==> src/rtl/window_pkg.sv <==
// Shared definitions for the 3x3 window controller.
//   win_state_t  : controller states (IDLE, RUN, ROW_END, DONE)
//   PIX_W        : bits per pixel
//   ROW_TAP_W    : bits per fifo head (three pixels, oldest in [7:0])
//   WIN_W        : bits per assembled 3x3 window
//   FIFO_CNT_W   : width of the row fifo occupancy counts
//   POP_THRESH   : minimum occupancy in every fifo before a pop
package window_pkg;

  typedef enum logic [1:0] {
    IDLE    = 2'd0,
    RUN     = 2'd1,
    ROW_END = 2'd2,
    DONE    = 2'd3
  } win_state_t;

  localparam int PIX_W      = 8;
  localparam int ROW_TAP_W  = 3 * PIX_W;
  localparam int WIN_W      = 3 * ROW_TAP_W;
  localparam int FIFO_CNT_W = 4;

  localparam logic [FIFO_CNT_W-1:0] POP_THRESH = 4'd3;

  // True when every row fifo holds enough triplets to build a window.
  function automatic logic counts_ready(input logic [FIFO_CNT_W-1:0] c0,
                                        input logic [FIFO_CNT_W-1:0] c1,
                                        input logic [FIFO_CNT_W-1:0] c2);
    return (c0 >= POP_THRESH) && (c1 >= POP_THRESH) && (c2 >= POP_THRESH);
  endfunction

endpackage

==> src/rtl/window_out_reg.sv <==
// Valid/ready output register for assembled windows.
// Ports:
//   clk, reset : clock and synchronous active-high reset
//   clear      : drop the held window (frame abort)
//   load       : capture din and mark it valid
//   ready      : downstream accepts the held window
//   din        : window to capture, row taps packed {tap2, tap1, tap0}
//   data/valid : held window and its valid flag
// A load in the same cycle as an acceptance reloads the register and keeps
// valid high, so back-to-back windows flow at one per cycle.
module window_out_reg
  import window_pkg::*;
(
  input  logic             clk,
  input  logic             reset,
  input  logic             clear,
  input  logic             load,
  input  logic             ready,
  input  logic [WIN_W-1:0] din,
  output logic [WIN_W-1:0] data,
  output logic             valid
);

  logic                 valid_reg;
  logic                 valid_next;
  logic [ROW_TAP_W-1:0] tap_reg [3];

  always_comb begin
    valid_next = valid_reg;
    if (clear) begin
      valid_next = 1'b0;
    end else if (load) begin
      valid_next = 1'b1;
    end else if (valid_reg && ready) begin
      valid_next = 1'b0;
    end
  end

  always_ff @(posedge clk) begin
    if (reset) begin
      valid_reg <= 1'b0;
    end else begin
      valid_reg <= valid_next;
    end
  end

  // One register per row tap; the taps only change on a load, which keeps
  // data stable while a window waits for ready.
  genvar gi;
  generate
    for (gi = 0; gi < 3; gi++) begin : g_tap
      always_ff @(posedge clk) begin
        if (reset) begin
          tap_reg[gi] <= '0;
        end else if (load) begin
          tap_reg[gi] <= din[gi*ROW_TAP_W +: ROW_TAP_W];
        end
      end
    end
  endgenerate

  assign data  = {tap_reg[2], tap_reg[1], tap_reg[0]};
  assign valid = valid_reg;

endmodule

==> src/rtl/window_ctrl_3x3.sv <==
// 3x3 window controller: pops pixel triplets from three row fifos, presents
// 72-bit windows over valid/ready, tracks column/row position, pulses
// one_row_complete at each row end and frame_done after the last window.
// Ports:
//   clk, reset                : clock, synchronous active-high reset
//   start                     : pulse, begins or restarts a frame
//   stride2en                 : stride-2 mode, latched on start
//   fifo_count0/1/2           : row fifo occupancies
//   fifo_data0/1/2            : row fifo heads, oldest pixel in [7:0]
//   fifo_pop                  : common pop to all three fifos
//   one_row_complete          : row-end pulse to the fifos
//   window_data/window_valid  : window output, window_ready accepts it
//   frame_done                : pulse after the last accepted window
//   stall_cycles              : back-pressure cycle count
// Build option: define WINDOW_CTRL_PERF_EN to build the stall counter;
// otherwise stall_cycles is constant zero.
module window_ctrl_3x3
  import window_pkg::*;
#(
  parameter int IMG_W = 32,
  parameter int IMG_H = 32
) (
  input  logic                  clk,
  input  logic                  reset,
  input  logic                  start,
  input  logic                  stride2en,
  input  logic [FIFO_CNT_W-1:0] fifo_count0,
  input  logic [FIFO_CNT_W-1:0] fifo_count1,
  input  logic [FIFO_CNT_W-1:0] fifo_count2,
  input  logic [ROW_TAP_W-1:0]  fifo_data0,
  input  logic [ROW_TAP_W-1:0]  fifo_data1,
  input  logic [ROW_TAP_W-1:0]  fifo_data2,
  output logic                  fifo_pop,
  output logic                  one_row_complete,
  output logic [WIN_W-1:0]      window_data,
  output logic                  window_valid,
  input  logic                  window_ready,
  output logic                  frame_done,
  output logic [31:0]           stall_cycles
);

  localparam int COL_W = (IMG_W > 1) ? $clog2(IMG_W) : 1;
  localparam int ROW_W = (IMG_H > 1) ? $clog2(IMG_H) : 1;

  localparam logic [COL_W-1:0] COL_LAST_S1 = COL_W'(IMG_W - 1);
  localparam logic [COL_W-1:0] COL_LAST_S2 = COL_W'(IMG_W / 2 - 1);
  localparam logic [ROW_W-1:0] ROW_LAST_S1 = ROW_W'(IMG_H - 1);
  localparam logic [ROW_W-1:0] ROW_LAST_S2 = ROW_W'(IMG_H / 2 - 1);

  win_state_t       state_reg, state_next;
  logic [COL_W-1:0] col_reg, col_next;
  logic [ROW_W-1:0] row_reg, row_next;
  logic             stride2_reg, stride2_next;

  logic             handoff;
  logic [COL_W-1:0] col_last;
  logic [ROW_W-1:0] row_last;

  // The output slot is free if empty or being emptied this cycle.
  assign handoff  = ~window_valid | window_ready;
  assign col_last = stride2_reg ? COL_LAST_S2 : COL_LAST_S1;
  assign row_last = stride2_reg ? ROW_LAST_S2 : ROW_LAST_S1;

  assign fifo_pop = (state_reg == RUN) && handoff &&
                    counts_ready(fifo_count0, fifo_count1, fifo_count2);

  always_comb begin
    state_next       = state_reg;
    col_next         = col_reg;
    row_next         = row_reg;
    stride2_next     = stride2_reg;
    one_row_complete = 1'b0;
    frame_done       = 1'b0;

    case (state_reg)
      IDLE: begin
      end
      RUN: begin
        if (fifo_pop) begin
          if (col_reg == col_last) begin
            col_next   = '0;
            state_next = ROW_END;
          end else begin
            col_next = col_reg + COL_W'(1);
          end
        end
      end
      ROW_END: begin
        // The row is finished only once its last window has left.
        if (handoff) begin
          one_row_complete = 1'b1;
          row_next         = row_reg + ROW_W'(1);
          state_next       = (row_reg == row_last) ? DONE : RUN;
        end
      end
      DONE: begin
        frame_done = 1'b1;
        state_next = IDLE;
      end
      default: state_next = IDLE;
    endcase

    // start aborts whatever is in flight and begins a fresh frame.
    if (start) begin
      state_next   = RUN;
      col_next     = '0;
      row_next     = '0;
      stride2_next = stride2en;
    end
  end

  always_ff @(posedge clk) begin
    if (reset) begin
      state_reg   <= IDLE;
      col_reg     <= '0;
      row_reg     <= '0;
      stride2_reg <= 1'b0;
    end else begin
      state_reg   <= state_next;
      col_reg     <= col_next;
      row_reg     <= row_next;
      stride2_reg <= stride2_next;
    end
  end

  window_out_reg u_out (
    .clk   (clk),
    .reset (reset),
    .clear (start),
    .load  (fifo_pop),
    .ready (window_ready),
    .din   ({fifo_data2, fifo_data1, fifo_data0}),
    .data  (window_data),
    .valid (window_valid)
  );

`ifdef WINDOW_CTRL_PERF_EN
  logic [31:0] stall_reg;

  always_ff @(posedge clk) begin
    if (reset || start) begin
      stall_reg <= '0;
    end else if (window_valid && !window_ready && (stall_reg != 32'hFFFF_FFFF)) begin
      stall_reg <= stall_reg + 32'd1;
    end
  end

  assign stall_cycles = stall_reg;
`else
  assign stall_cycles = 32'd0;
`endif

endmodule

==> config.mk <==
export PLATFORM = sky130hd
export DESIGN_NAME = window_ctrl_3x3
export DESIGN_NICKNAME = d
export VERILOG_FILES = /design/src/rtl/window_pkg.sv /design/src/rtl/window_out_reg.sv /design/src/rtl/window_ctrl_3x3.sv
export SDC_FILE = /design/constraint.sdc
export NUM_CORES = 1
export LEC_CHECK = 0
export BUFFER_PORTS_ARGS = -buffer_cell sky130_fd_sc_hd__buf_2
export CAP_MARGIN = 20
export CORE_MARGIN = 2
export CORE_UTILIZATION = 45
export CTS_CLUSTER_DIAMETER = 200
export DETAILED_ROUTE_END_ITERATION = 8
export GPL_TIMING_DRIVEN = 0
export HOLD_SLACK_MARGIN = 0.1
export PLACE_DENSITY = 0.81
export SYNTH_ARGS = -nofsm -noshare
export SYNTH_HDL_FRONTEND = slang
export SYNTH_SLANG_ARGS = --single-unit
==> constraint.sdc <==
create_clock -name clk -period 4.6 [get_ports clk]
set_input_delay 0.69 -clock clk [delete_from_list [all_inputs] [get_ports clk]]
set_output_delay 0.69 -clock clk [all_outputs]
set_load 0.03 [all_outputs]
==> flow_summary.ini, run 1 <==
[yosys]
synth_area_sq_mm = 0.00362
synth_edf_count = 72
ys_top_cells_by_area = edfxtp_1 60%, and2_1 13%, dfxtp_1 7.7%
ys_ff_latch = 86
synth_top_area_share_pct = 59.7
ys_types = 39
postSynthCellCount = 267
ys_warn_count = 0
seq_area_frac_synth_pct = 67.4
synth_area_per_cell_sq_um = 13.6
yosysTopAreaCell = edfxtp_1
ys.flop_type = edfxtp_1
async_reset_ff_share_pct = 0

[floorplan]
io_pins = 197
initial_core_util_pct = 46.6
die_h_microns = 93.7
die_w_microns = 93.7
die_area_sq_mm = 0.00878
row_count = 32
core_sq_mm = 0.00777

[sta]
fmax_mhz = 368
maxSlewHeadroom_pct = 37.7
final.min_clock_period_ns = 2.72
hold_violations = 0
worst_slack_ns = 1.88
post-route-period-util_pct = 59.1
fin_setup_tns_ns = 0
drv_slew = 0
setup_viol = 0
rsz0062_at_grt = no
worst_pin_slew_ns = 0.935
finClkSkew_ns = 0.0156

[clock_tree]
cts_resized = 0
cts-buffers-inserted = 9
cts-htree-levels = 3
clock_sinks = 86
root_buffer = clkbuf_8
path_clk_slew_ns = 0.08
holdBufCountCts = 0
cts_max_path_buffers = 2
postCtsSetupBuffers = 0
cts_tree = yes
clk_latency_ns = 0.35

[placement]
gp_congestion = 0.793
hpwl_mm = 6.24
dp_worst_setup_slack_ns = 1.82
io_buffers = 164

[worst_setup_path]
cp_top_family = simple AND/OR/NAND/NOR gates
cp.arrival_ns = 2.03
endpoint_kind = output pin
crit_type = primary input to output pin
slowest_stage = nor3b_1
worst_path_most_repeated_cell = buf_2
worst_setup_path_start_kind = primary input
crit_chain = buf_2 -> a211oi_1 -> nor3b_1 -> nand2_1 -> inv_1 -> buf_2
slowest_delay_ns = 0.51
cp.required_ns = 3.91
crit_buf_inv = 3
path_max_fanout = 5

[global_routing]
grt_start_max_net_pins = 73
grt_pass1_vias = 2494
antenna_found_initial = 0
track_usage_pct = 18.3
grt_pass1_wl_mm = 12.0
gr-total-overflow = 0

[cells_and_area]
layout_common_cells = 164 x buf_2, 74 x and2_1, 72 x edfxtp_1, 32 x buf_4, 32 x conb_1
n_antenna_cell = 0
layout_commonest_cell = buf_2
regArea_sq_mm = 0.00244
final_nets = 564
area_delta_synth_final_pct = 35.0
largest_register_ffs = 72
multiInputGateArea_sq_mm = 0.00102
drive_gt1_share_pct = 46.9
final.fill_count = 628

[route]
vias = 2584
remaining_drc_errors = 0
wirelength_mm = 8.38
wl_per_cell_microns = 14.4
routed_via_density = 4.46
drtIter0Drc = 70
postRouteAntennaNets = 0
drt-pass1-iter-count = 4

[power_and_ir_drop]
p_sw_uw = 484
leakagePower_nw = 2.35
ir_drop_mv = 0.145
internal-power_mw = 1.24
p_per_area_mw_per_mm2 = 353
power.share.sequential_pct = 52.7
power.share.clock_pct = 30.2
swShare_pct = 28.0
comb_power_share_pct = 17.1

[run]
cap_violations = 0

[worst_hold_path]
hold_class = register to register

[outcome]
outcome = finished clean
## power groups by stage
| stage | combinational, mW | clock (mW) | sequential (mW) |
|---|---|---|---|
| finish | 0.295 | 0.522 | 0.909 |
| floorplan | 0.102 | 0 | 1.03 |
| CTS | 0.296 | 0.529 | 0.910 |
| detailed placement | 0.295 | 0 | 0.927 |
| global placement | 0.290 | 0 | 0.928 |
| global route | 0.314 | 0.560 | 0.914 |
## worst register-to-register path, cell delays in order (launching register included)
cell      delay (ns)
dfxtp_1         0.35
nor2b_4         0.16
nor3b_1         0.50
nand2_1         0.27
nand2b_4        0.73
## synth_stat cells (all sizes together), types with 3 or more instances
master  instances
clkbuf          8
o21ai           4
nand2           4
buf            32
nor2           11
nand2b          3
nor3            4
a21oi           4
xnor2           5
and2           74
dfxtp          14
nand3           5
edfxtp         72
## stage by stage
| step | hold slack (ns) | cells | area, sq um | utilization (%) | power (mW) |
|---|---|---|---|---|---|
| 6_report | 0.515 | 580 | 4890 | 62.9 | 1.73 |
| 2_1_floorplan | 0.466 | 298 | 3740 | - | 1.13 |
| 3_3_place_gp | 0.480 | 564 | 4690 | 60.3 | 1.22 |
| 5_1_grt | 0.532 | 580 | 4890 | 62.9 | 1.79 |
| 3_5_place_dp | 0.504 | 564 | 4690 | 60.4 | 1.22 |
| 4_1_cts | 0.519 | 580 | 4890 | 62.9 | 1.73 |
## worst paths after layout
kind,to,cells past startpoint,slack [ns],start
hold reg to reg,row_reg[1],2,0.51,row_reg[1]
setup reg to reg,u_out.tap_reg[2][4],4,2.17,state_reg[0]
setup / recovery,fifo_pop,6,1.88,fifo_count2[1]
hold / removal,row_reg[1],2,0.51,row_reg[1]
## area by class of cell
type / instances / share of cell area, %
repair buffers: 164 / 16.8
well taps: 102 / 2.61
multi-input cells: 171 / 20.9
clock inverters: 7 / 1.46
flip-flops and latches: 86 / 50.0
clock buffers: 9 / 2.53
plain buffers: 40 / 5.71
inverters: 1 / 0.0768
## logic make-up (layout without fill, tap and decap cells)
family | count (synthesis) | count (layout) | share of synthesized area, %
adder cells (fa/ha/maj) | 2 | 2 | 0.691
AND/OR/NAND/NOR | 111 | 111 | 18.6
XOR/XNOR | 6 | 6 | 1.45
buffers and inverters | 41 | 221 | 7.81
AO/OA/AOI/OAI | 19 | 19 | 3.59
multiplexers | 1 | 1 | 0.276
flip-flops | 86 | 86 | 67.4
other | 1 | 32 | 0.104
## layer usage
metal  wire [microns]  GRT usage, %
met4              174          8.21
met1             3030          19.7
met2             4340          32.8
met5                0             0
met3              826          5.54
Note: power is estimated with default switching activity, not from simulation.
==> inputs of run 2 (changes only) <==
--- a/config.mk
+++ b/config.mk
@@ -8,12 +8,12 @@
 export BUFFER_PORTS_ARGS = -buffer_cell sky130_fd_sc_hd__buf_2
 export CAP_MARGIN = 20
 export CORE_MARGIN = 2
-export CORE_UTILIZATION = 45
+export CORE_UTILIZATION = 40
 export CTS_CLUSTER_DIAMETER = 200
 export DETAILED_ROUTE_END_ITERATION = 8
 export GPL_TIMING_DRIVEN = 0
 export HOLD_SLACK_MARGIN = 0.1
-export PLACE_DENSITY = 0.81
+export PLACE_DENSITY = 0.76
 export SYNTH_ARGS = -nofsm -noshare
 export SYNTH_HDL_FRONTEND = slang
 export SYNTH_SLANG_ARGS = --single-unit
==> constraint.sdc (replaced) <==
create_clock -name clk -period 2.45 [get_ports clk]
set_input_delay 0.3675 -clock clk [delete_from_list [all_inputs] [get_ports clk]]
set_output_delay 0.3675 -clock clk [all_outputs]
set_load 0.03 [all_outputs]
==> flow_summary.ini, run 2 (synthesis results as in run 1) <==
[outcome]
outcome = finished clean

[sta]
finClkSkew_ns = 0.0106
fmax_mhz = 459
fin_setup_tns_ns = 0
maxSlewHeadroom_pct = 35.3
hold_violations = 0
hold_ws_ns = 0.256
drv_slew = 0
post-route-period-util_pct = 88.9
setup_viol = 0
worst_pin_slew_ns = 0.970
final.min_clock_period_ns = 2.18
rsz0062_at_grt = no

[floorplan]
die_w_microns = 99.1
initial_core_util_pct = 41.3
die_h_microns = 99.1
io_pins = 197
row_count = 34
core_sq_mm = 0.00876
die_area_sq_mm = 0.00983

[power_and_ir_drop]
p_per_area_mw_per_mm2 = 662
swShare_pct = 28.3
p_sw_uw = 918
leakagePower_nw = 2.34
power_mw = 3.25
ir_drop_mv = 0.249
power.share.clock_pct = 30.4
comb_power_share_pct = 17.1
power.share.sequential_pct = 52.5
internal-power_mw = 2.33

[cells_and_area]
layout_common_cells = 164 x buf_2, 74 x and2_1, 72 x edfxtp_1, 32 x buf_4, 32 x conb_1
design_area_sq_mm = 0.00491
regArea_sq_mm = 0.00244
n_antenna_cell = 0
final_nets = 564
drive_gt1_share_pct = 47.2
multiInputGateArea_sq_mm = 0.00103
layout_commonest_cell = buf_2
largest_register_ffs = 72
final.fill_count = 740
area_delta_synth_final_pct = 35.5

[clock_tree]
cts-buffers-inserted = 9
path_clk_slew_ns = 0.08
holdBufCountCts = 0
root_buffer = clkbuf_8
cts_max_path_buffers = 2
clk_latency_ns = 0.35
postCtsSetupBuffers = 0
cts-htree-levels = 3
cts_tree = yes
clock_sinks = 86

[global_routing]
track_usage_pct = 16.0
grt_start_max_net_pins = 73
grt_pass1_vias = 2440
gr-total-overflow = 0
grt_pass1_wl_mm = 12.2
antenna_found_initial = 1

[placement]
io_buffers = 164
place_area_sq_mm = 0.00470
hpwl_mm = 6.06
gp_congestion = 0.854

[worst_setup_path]
worst_setup_path_start_kind = register
path_max_fanout = 72
cp.arrival_ns = 2.15
cp.required_ns = 2.43
crit_type = register to register
endpoint_kind = register

[route]
wirelength_mm = 8.22
drtIter0Drc = 74
routed_via_density = 4.47
postRouteAntennaNets = 0
drt-pass1-iter-count = 5
remaining_drc_errors = 0
wl_per_cell_microns = 14.1
vias = 2616

[run]
cap_violations = 0

[worst_hold_path]
hold_class = primary input to register
[run 2: final cells by class]
class,count,area share [%]
sequential,86,49.8
multi-input combinational,171,21.0
timing repair buffer,164,16.7
buffer,40,5.69
tap,108,2.75
clock buffer,9,2.52
clock inverter,6,1.43
inverter,1,0.0765
[run 2: power groups by stage]
stage          Combinational, mW  Clock [mW]  Sequential, mW
2_1_floorplan              0.192           0            1.92
3_3_place_gp               0.546           0            1.74
3_5_place_dp               0.553           0            1.74
4_1_cts                    0.556        1.02            1.71
5_1_grt                    0.589        1.06            1.72
6_report                   0.555       0.989            1.71
[run 2: worst paths after layout]
check / from / end / slack [ns] / cells past startpoint
max: state_reg[0] / u_out.tap_reg[2][11] / 0.27 / 4
min: stride2en / stride2_reg / 0.26 / 3
max reg2reg: state_reg[0] / u_out.tap_reg[2][11] / 0.27 / 4
min reg2reg: col_reg[1] / col_reg[1] / 0.50 / 2
[run 2: worst max-delay path, cell delays in order (launching register included)]
cell      delay [ns]
dfxtp_1         0.37
nor2b_4         0.17
nor3b_4         0.28
nand2_1         0.20
nand2b_4        0.72
[run 2: metrics by stage]
step           setup slack, ns  instances  util [%]
3_3_place_gp            -0.504        570      53.6
2_1_floorplan            0.104        298         -
4_1_cts                  0.158        585      55.9
6_report                 0.272        585      56.0
5_1_grt                 0.0964        585      56.0
3_5_place_dp            -0.102        570      53.6
[run 2: timing repair]
item | in CTS | in global routing
gates resized for setup | 1 | 1
hold endpoints to repair | 0 | 0
gates cloned | 0 | 0
setup endpoints to repair | 73 | 34
[run 2: per-layer routing]
metal	share of wire, %	GRT usage [%]	up-vias
met5	0	0	-
met4	0.35	5.37	0
met3	10	4.50	4
met2	51	27.9	136
met1	39	19.3	1201
li1	-	-	1275
==> inputs of run 3 (changes only) <==
--- a/config.mk
+++ b/config.mk
@@ -5,15 +5,16 @@
 export SDC_FILE = /design/constraint.sdc
 export NUM_CORES = 1
 export LEC_CHECK = 0
+export ABC_AREA = 1
 export BUFFER_PORTS_ARGS = -buffer_cell sky130_fd_sc_hd__buf_2
 export CAP_MARGIN = 20
 export CORE_MARGIN = 2
-export CORE_UTILIZATION = 40
+export CORE_UTILIZATION = 41
 export CTS_CLUSTER_DIAMETER = 200
 export DETAILED_ROUTE_END_ITERATION = 8
 export GPL_TIMING_DRIVEN = 0
 export HOLD_SLACK_MARGIN = 0.1
-export PLACE_DENSITY = 0.76
+export PLACE_DENSITY_LB_ADDON = 0.15
 export SYNTH_ARGS = -nofsm -noshare
 export SYNTH_HDL_FRONTEND = slang
 export SYNTH_SLANG_ARGS = --single-unit
==> flow_summary.ini, run 3 <==
[worst_setup_path]
path_max_fanout = 72
crit_type = register to register
rr_endpoint = u_out.tap_reg[2][11]
startpoint = state_reg[0]
cp.arrival_ns = 2.03
reg2reg_depth = 6
ff2ff_setup_slack_ns = 0.39
endpoint_kind = register
slowest_stage = nand2_4
worst_setup_path_start_kind = register
crit_chain = inv_1 -> nor2_1 -> nand2_1 -> nor2_2 -> nand2_4 -> nand2_4
r2r_start = state_reg[0]
cp.required_ns = 2.42
worst_path_most_repeated_cell = nand2_4
slowest_delay_ns = 0.68

[power_and_ir_drop]
p_sw_uw = 965
swShare_pct = 29.1
leakagePower_nw = 2.74
power.share.sequential_pct = 51.6
p_per_area_mw_per_mm2 = 647
comb_power_share_pct = 17.8
power.share.clock_pct = 30.6
ir_drop_mv = 0.247
internal-power_mw = 2.35

[global_routing]
antenna_found_initial = 0
grt_use_met1_pct = 18.0
grtUsageMet2_pct = 25.4
grt-busiest-layer = met2
gr-total-overflow = 0
met3_usage_pct = 4.51
track_usage_pct = 15.1
grt_pass1_wl_mm = 11.9
grt_start_max_net_pins = 73
grt_pass1_vias = 2595

[yosys]
synth_area_per_cell_sq_um = 10.3
synth_common_cells = 89 x inv_1, 72 x edfxtp_1, 70 x nor2_1, 32 x buf_4, 27 x nand2_1
synth_area_sq_mm = 0.00384
ys_types = 22
yosysTopAreaCell = edfxtp_1
synth_top_area_share_pct = 56.3
seq_area_frac_synth_pct = 63.6
synth_edf_count = 72
ys_top_cells_by_area = edfxtp_1 56%, inv_1 8.7%, dfxtp_1 7.3%
ys_warn_count = 0
ys.flop_type = edfxtp_1
ys_ff_latch = 86
async_reset_ff_share_pct = 0
postSynthCellCount = 371
synthMostInstantiatedCell = inv_1

[floorplan]
io_pins = 197
row_count = 35
core_sq_mm = 0.00915
die_area_sq_mm = 0.0102
die_w_microns = 101
die_h_microns = 101
initial_core_util_pct = 41.9

[route]
routed_via_density = 4.09
vias = 2837
drtIter0Drc = 80
remaining_drc_errors = 0
wl_per_cell_microns = 11.1
wirelength_mm = 7.70
postRouteAntennaNets = 0
drt-pass1-iter-count = 4

[sta]
final.min_clock_period_ns = 2.06
maxSlewHeadroom_pct = 35.8
fin_setup_tns_ns = 0
drv_slew = 0
hold_violations = 0
fmax_mhz = 484
worst_slack_ns = 0.385
rsz0062_at_grt = no
setup_viol = 0
finClkSkew_ns = 0.00671
post-route-period-util_pct = 84.3
worst_pin_slew_ns = 0.964

[outcome]
outcome = finished clean

[cells_and_area]
drive_gt1_share_pct = 41.9
n_antenna_cell = 0
layout_commonest_cell = buf_2
final_nets = 668
layout_common_cells = 164 x buf_2, 89 x inv_1, 72 x edfxtp_1, 70 x nor2_1
largest_register_ffs = 72
area_delta_synth_final_pct = 33.4

[clock_tree]
holdBufCountCts = 0
clock_sinks = 86
cts-htree-levels = 3
cts_max_path_buffers = 2
cts_resized = 0
path_clk_slew_ns = 0.09
clk_latency_ns = 0.34
postCtsSetupBuffers = 0
cts_tree = yes
cts-buffers-inserted = 9
root_buffer = clkbuf_8

[placement]
gp_congestion = 0.784
io_buffers = 164
hpwl_mm = 5.70
dp_worst_setup_slack_ns = 0.349

[worst_hold_path]
holdPathStages = 2
hold_start = reset
holdPathEnd = state_reg[0]
hold_class = primary input to register

[run]
cap_violations = 0
[run 3: critical path, delay by kind of cell, from the launching register on]
family,cells,cell delay (ns)
buffers and inverters,1,0.06
flip-flops,1,0.41
AND/OR/NAND/NOR,5,1.14
[run 3: routing by layer]
layer / vias to the layer above / wire [microns]
met3: 10 / 655
li1: 1483 / -
met1: 1225 / 3260
met5: - / 0
met2: 119 / 3690
met4: 0 / 104
[run 3: cell type report]
cell class | instances | area, sq um
Sequential cell | 86 | 2440
Buffer | 39 | 319
Clock inverter | 6 | 70.1
Clock buffer | 10 | 128
Tap cell | 111 | 139
Fill cell | 840 | 4030
Timing Repair Buffer | 164 | 821
Inverter | 91 | 347
Multi-Input combinational cell | 186 | 855
[run 3: logic make-up after synthesis]
| family | Yosys count | synth area share (%) |
|---|---|---|
| AND/OR/NAND/NOR | 132 | 15.4 |
| buffers and inverters | 130 | 17.3 |
| flip-flops | 86 | 63.6 |
| AO/OA/AOI/OAI | 18 | 2.41 |
| adder cells (fa/ha/maj) | 2 | 0.652 |
| XOR/XNOR | 2 | 0.456 |
| other | 1 | 0.0977 |
[run 3: worst max-delay path by stage]
stage                                 endpoint  slack [ns]  cells after the start
after CTS                 u_out.tap_reg[2][11]        0.36                      6
after global routing       u_out.tap_reg[0][3]        0.21                      6
after detailed placement  u_out.tap_reg[0][13]        0.35                      7
after global placement     u_out.tap_reg[2][6]       -0.15                      7
final                     u_out.tap_reg[2][11]        0.39                      6
after floorplan            u_out.tap_reg[0][0]        0.31                      5
[run 3: power by group through the flow]
stage | logic, mW | registers (mW) | clock network, mW
CTS | 0.594 | 1.71 | 1.04
finish | 0.590 | 1.71 | 1.01
floorplan | 0.222 | 1.93 | 0
global placement | 0.588 | 1.74 | 0
global route | 0.635 | 1.72 | 1.10
detailed placement | 0.594 | 1.74 | 0
[run 3: stage by stage]
step                utilization, %  power [mW]  instances  instance area, sq um  hold slack, ns
global route                  55.9        3.45        693                  5120           0.241
detailed placement            53.8        2.34        677                  4920           0.461
global placement              53.7        2.33        677                  4920           0.457
finish                        55.9        3.31        693                  5120           0.228
CTS                           55.9        3.34        693                  5120           0.213
floorplan                        -        2.15        402                  3960           0.437
